$ cat config.mk
export PLATFORM = sky130hd
export DESIGN_NAME = dp_app_lb_bridge
export DESIGN_NICKNAME = d
export VERILOG_FILES = /design/src/rtl/dp_app_lb_bridge.sv
export SDC_FILE = /design/constraint.sdc
export NUM_CORES = 1
export LEC_CHECK = 0
export BUFFER_PORTS_ARGS = -buffer_cell sky130_fd_sc_hd__buf_2
export CELL_PAD_IN_SITES_DETAIL_PLACEMENT = 1
export CELL_PAD_IN_SITES_GLOBAL_PLACEMENT = 2
export CORE_MARGIN = 3
export CORE_UTILIZATION = 31
export DETAILED_ROUTE_END_ITERATION = 8
export PLACE_DENSITY_LB_ADDON = 0.2
export SLEW_MARGIN = 20
export SYNTH_ARGS = -nofsm -noshare
export SYNTH_HDL_FRONTEND = slang
export SYNTH_SLANG_ARGS = --single-unit
$ cat constraint.sdc
create_clock -name CLK_IN -period 4.5 [get_ports CLK_IN]
set_clock_uncertainty 0.1 [all_clocks]
set_input_delay 0 -clock CLK_IN [delete_from_list [all_inputs] [get_ports CLK_IN]]
set_output_delay 0 -clock CLK_IN [all_outputs]
set_load 0.03 [all_outputs]
$ cat src/rtl/dp_app_lb_bridge.sv
// CPU data-port to local-bus bridge: turns held CPU requests into single-cycle
// LB strobes, waits (with timeout) for LB read data, and keeps sticky error status.
module dp_app_lb_bridge #(
    parameter int          P_TIMEOUT = 255,
    parameter logic [31:0] P_ERR_DAT = 32'hDEADBEEF,
    parameter int          P_LB_ADR  = 22
) (
    input  logic                CLK_IN,
    input  logic                RST_IN,
    input  logic [31:0]         CPU_ADR_IN,
    input  logic [31:0]         CPU_DAT_IN,
    input  logic [3:0]          CPU_MSK_IN,
    input  logic                CPU_WR_IN,
    input  logic                CPU_REQ_IN,
    output logic                CPU_ACK_OUT,
    output logic [31:0]         CPU_DAT_OUT,
    output logic [P_LB_ADR-1:0] LB_ADR_OUT,
    output logic [31:0]         LB_DAT_OUT,
    output logic                LB_WR_OUT,
    output logic                LB_RD_OUT,
    input  logic [31:0]         LB_DAT_IN,
    input  logic                LB_VLD_IN,
    output logic                ERR_OUT,
    output logic [1:0]          ERR_CAUSE_OUT,
    output logic [31:0]         ERR_ADR_OUT,
    input  logic                ERR_CLR_IN
);

    localparam int            CW      = $clog2(P_TIMEOUT + 1);
    localparam logic [CW-1:0] CNT_MAX = CW'(P_TIMEOUT);

    localparam logic [1:0] S_IDLE = 2'd0;
    localparam logic [1:0] S_WR   = 2'd1;
    localparam logic [1:0] S_RD   = 2'd2;
    localparam logic [1:0] S_ACK  = 2'd3;

    localparam logic [1:0] CAUSE_TIMEOUT = 2'b01;
    localparam logic [1:0] CAUSE_PARTIAL = 2'b10;

    logic [1:0]    state_r;
    logic [CW-1:0] cnt_r;
    logic [31:0]   adr_r;

    // Transaction FSM, registered bus outputs and sticky error status.
    // A clear is scheduled first so that a same-cycle new error overrides it.
    always_ff @(posedge CLK_IN or posedge RST_IN) begin
        if (RST_IN) begin
            state_r       <= S_IDLE;
            cnt_r         <= '0;
            adr_r         <= 32'h0000_0000;
            CPU_ACK_OUT   <= 1'b0;
            CPU_DAT_OUT   <= 32'h0000_0000;
            LB_ADR_OUT    <= '0;
            LB_DAT_OUT    <= 32'h0000_0000;
            LB_WR_OUT     <= 1'b0;
            LB_RD_OUT     <= 1'b0;
            ERR_OUT       <= 1'b0;
            ERR_CAUSE_OUT <= 2'b00;
            ERR_ADR_OUT   <= 32'h0000_0000;
        end else begin
            CPU_ACK_OUT <= 1'b0;
            LB_WR_OUT   <= 1'b0;
            LB_RD_OUT   <= 1'b0;
            if (ERR_CLR_IN) begin
                ERR_OUT       <= 1'b0;
                ERR_CAUSE_OUT <= 2'b00;
                ERR_ADR_OUT   <= 32'h0000_0000;
            end
            case (state_r)
                S_IDLE: begin
                    if (CPU_REQ_IN && CPU_ADR_IN[31]) begin
                        adr_r      <= CPU_ADR_IN;
                        LB_ADR_OUT <= CPU_ADR_IN[2 +: P_LB_ADR];
                        if (CPU_WR_IN) begin
                            // Partial writes still pass through WR so write latency stays fixed.
                            state_r    <= S_WR;
                            LB_DAT_OUT <= CPU_DAT_IN;
                            if (CPU_MSK_IN == 4'hF) begin
                                LB_WR_OUT <= 1'b1;
                            end else begin
                                ERR_OUT       <= 1'b1;
                                ERR_CAUSE_OUT <= CAUSE_PARTIAL;
                                ERR_ADR_OUT   <= CPU_ADR_IN;
                            end
                        end else begin
                            state_r   <= S_RD;
                            LB_RD_OUT <= 1'b1;
                            cnt_r     <= '0;
                        end
                    end
                end
                S_WR: begin
                    CPU_ACK_OUT <= 1'b1;
                    CPU_DAT_OUT <= 32'h0000_0000;
                    state_r     <= S_ACK;
                end
                S_RD: begin
                    if (LB_VLD_IN) begin
                        CPU_ACK_OUT <= 1'b1;
                        CPU_DAT_OUT <= LB_DAT_IN;
                        state_r     <= S_ACK;
                    end else if (cnt_r == CNT_MAX) begin
                        CPU_ACK_OUT   <= 1'b1;
                        CPU_DAT_OUT   <= P_ERR_DAT;
                        state_r       <= S_ACK;
                        ERR_OUT       <= 1'b1;
                        ERR_CAUSE_OUT <= CAUSE_TIMEOUT;
                        ERR_ADR_OUT   <= adr_r;
                    end else begin
                        cnt_r <= cnt_r + CW'(1);
                    end
                end
                S_ACK: begin
                    state_r <= S_IDLE;
                end
                default: begin
                    state_r <= S_IDLE;
                end
            endcase
        end
    end

endmodule

==> summary.txt <==
Placed design
  • I/O Buffers: 229
  • Detailed placement HPWL: approximately 12 mm
  • Dpl cell area: just over 7000 um2
  • Placer Congestion: roughly 0.73

Route
  • # DRC: 0
  • Drt pass-1 iters: 4
  • Routed vias/inst: just under 5
  • Final antenna-violating net count: 0
  • Wire per inst: about 18 um
  • Number of DRC markers in iteration 0: roughly 140
  • Vias: ~5000
  • Total Wirelength: ~18 mm

Die
  • Num rows: 50
  • Die area: 21040 um2
  • Die H: between 100 and 150 um
  • Core area: about 19000 um2
  • Chip width: about 150 um
  • IO Count: 230
  • Initial core utilization: a little under a third

Setup path
  • CP startpoint: state_r[0]
  • Crit Path Category: flip-flop to flip-flop
  • Worst r2r src: state_r[0]
  • CP required: about 4700 ps
  • CP Capture Type: flip-flop
  • Arrival @ worst endpoint: 3050 ps
  • Worst Setup Start Kind: flip-flop
  • Crit path max fanout: 18

Layout
  • Antenna cells: 0
  • Final #Nets: about 890
  • Post-route cell area: 8961 um2
  • Syn-to-layout area delta: 49.49%
  • Layout cell share with drive strength beyond 1: 43.20%
  • Layout Utilization: 47.59%
  • Most common cell after layout, fill and taps aside: buf_2
  • Commonest cells after routing, fill and taps aside: buf_2 (229), dfrtp_1 (144), dlygate4sd3_1 (108), mux2_2 (64), a22o_1 (39)
  • # fillers: 1990

STA
  • Highest clock rate: between 300 and 400 MHz
  • RSZ-0062 raised after global routing: no
  • Worst slew pin tran: between 900 and 1000 ps
  • Final Slew Violations: 0
  • Min Tclk post-route: 2840 ps
  • Max-slew headroom: 34.88%
  • Fin crit share: a little over three fifths
  • Final Hold Violating Endpoints: 0
  • Setup_tns: 0 ps
  • Final setup vio count: 0

Power
  • P per Cell Area: around 640 nW/um2
  • Maximum VDD drop: around 0.31 mV
  • Lkg Pwr: 4.737 nW

Logic synthesis
  • Cell variety after synth: 36
  • Post-synth EDFFs: 0
  • Async S/R FF share, synth: between 90% and 100%
  • Mean Syn Cell Area: ~13 um2
  • Post-synthesis register bit count: approximately 140
  • Part of the Yosys area used for sequential elements: about three fifths
  • Mapped Cells: 460
  • Synth Warn #: 0
  • Primary FF master, synth: dfrtp_1
  • Post-Syn Nets: 570
  • Post-synthesis instance area: 5994 um2

Global routing
  • First-pass GRT wire length: around 30 mm
  • Initial antenna violation count: 0
  • Largest net degree at the start of global routing: 102
  • Grt total ovfl: 0
  • GRT Util Overall: roughly 18%
  • Vias in the first global route: 5669

CTS
  • CTS resizes: 0
  • Clock H-tree levels: 4
  • Root buf cell: clkbuf_16
  • CTS Sinks: around 140
  • Clock transition at path regs: about 60 ps
  • Clk buf depth: 2
  • Total CTS buffers: 17
  • Worst-Skew Late Latency: 410 ps
  • CTS tree: built

Min path
  • Tightest Hold Check Type: primary input to flip-flop
  • Worst hold start: CPU_MSK_IN[1]

Flow run
  • Max Cap Violations: 0

Run status
  • Status: completed
==> power breakdown <==
| group | switching, mW | leakage, nW | internal, mW | total (mW) |
|---|---|---|---|---|
| Clock | 0.583 | 0.298 | 0.897 | 1.48 |
| Combinational | 1.42 | 2.57 | 0.822 | 2.24 |
| Sequential | 0.271 | 1.87 | 1.74 | 2.01 |
| Total | 2.28 | 4.74 | 3.46 | 5.73 |
==> per-layer routing <==
| layer | share of wire [%] | wire, um | GRT usage, % | vias up |
|---|---|---|---|---|
| li1 | - | - | - | 2309 |
| met5 | 0 | 0 | 0 | - |
| met3 | 7.1 | 1308 | 6.121 | 20 |
| met1 | 42 | 7718 | 20.68 | 2525 |
| met2 | 50 | 9121 | 30.82 | 179 |
| met4 | 1.4 | 267 | 5.603 | 0 |
==> worst max-delay path, cell delays in order (launching register included) <==
cell	delay [ps]
dfrtp_1	420
inv_1	100
ha_1	550
nand2b_1	210
o21bai_2	290
a41o_1	260
dlygate4sd3_1	540
a221oi_1	260
==> cells by family (layout without fill, tap and decap cells) <==
| logic type | Yosys count | after routing | share of synthesized area (%) |
|---|---|---|---|
| adders and majority gates | 4 | 4 | 0.8349 |
| AOI/OAI and AO/OA | 135 | 135 | 17.09 |
| muxes | 64 | 64 | 12.02 |
| buffers and inverters | 58 | 385 | 5.218 |
| DFF | 144 | 144 | 60.11 |
| and+or+nand+nor | 55 | 55 | 4.717 |
==> state kept, by name (all words and copies together), names as in the netlist <==
| signal | count |
|---|---|
| CPU_DAT_OUT | 32 |
| ERR_ADR_OUT | 32 |
| LB_DAT_OUT | 32 |
| LB_ADR_OUT | 21 |
| adr_r | 11 |
| cnt_r | 8 |
| ERR_CAUSE_OUT | 2 |
| state_r | 2 |
| CPU_ACK_OUT | 1 |
| ERR_OUT | 1 |
| LB_RD_OUT | 1 |
| LB_WR_OUT | 1 |
==> through the flow <==
step | cells | hold slack, ps | power, mW | setup slack, ps
after floorplan | 460 | 32.55 | 3.596 | 533.7
after global placement | 908 | 125.1 | 4.092 | 1852
after detailed placement | 908 | 129.4 | 4.159 | 1687
after CTS | 1047 | 1.186 | 5.783 | 1645
after global routing | 1047 | 17.33 | 6.061 | 1468
final | 1047 | 12.42 | 5.734 | 1660
==> area by class of cell <==
| class | instances | area (um2) | share of cell area, % |
|---|---|---|---|
| Clock inverter | 13 | 176.4 | 1.969 |
| Multi-Input combinational cell | 258 | 2095 | 23.37 |
| Timing Repair Buffer | 344 | 2280 | 25.44 |
| Clock buffer | 18 | 439.2 | 4.901 |
| Inverter | 10 | 42.54 | 0.4747 |
| Sequential cell | 144 | 3603 | 40.21 |
| Tap cell | 260 | 325.3 | 3.630 |
==> cell usage after synthesis, drive strengths merged, types with 2 or more instances <==
master	number	area [um2]
nand2	16	60.06
a21oi	14	70.07
ha	4	50.05
a221o	16	160.2
nor2	9	33.78
nor2b	2	12.51
nand2b	2	12.51
mux2	64	720.7
nand4	3	25.02
nor3	9	45.04
o21ai	24	120.1
dfrtp	144	3603
clkbuf	18	67.56
o31ai	4	30.03
or3	2	12.51
a21o	31	232.7
inv	10	37.53
nand3	5	30.03
a22o	39	341.6
or4	4	30.03
buf	30	207.7
==> final timing paths <==
kind	slack, ps	depth (start not counted)	endpoint
setup / recovery	1660	7	state_r[1]
hold / removal	10	3	LB_WR_OUT
setup reg to reg	1660	7	state_r[1]
hold reg to reg	370	1	ERR_ADR_OUT[9]
max in group asynchronous	2850	4	CPU_DAT_OUT[21]
min in group asynchronous	200	3	LB_DAT_OUT[10]
==> what timing repair did <==
item	CTS	global route
buffers inserted	0	0
hold buffers	108	0
endpoints found under the hold margin	234	0
(Power assumes the default switching activity.)
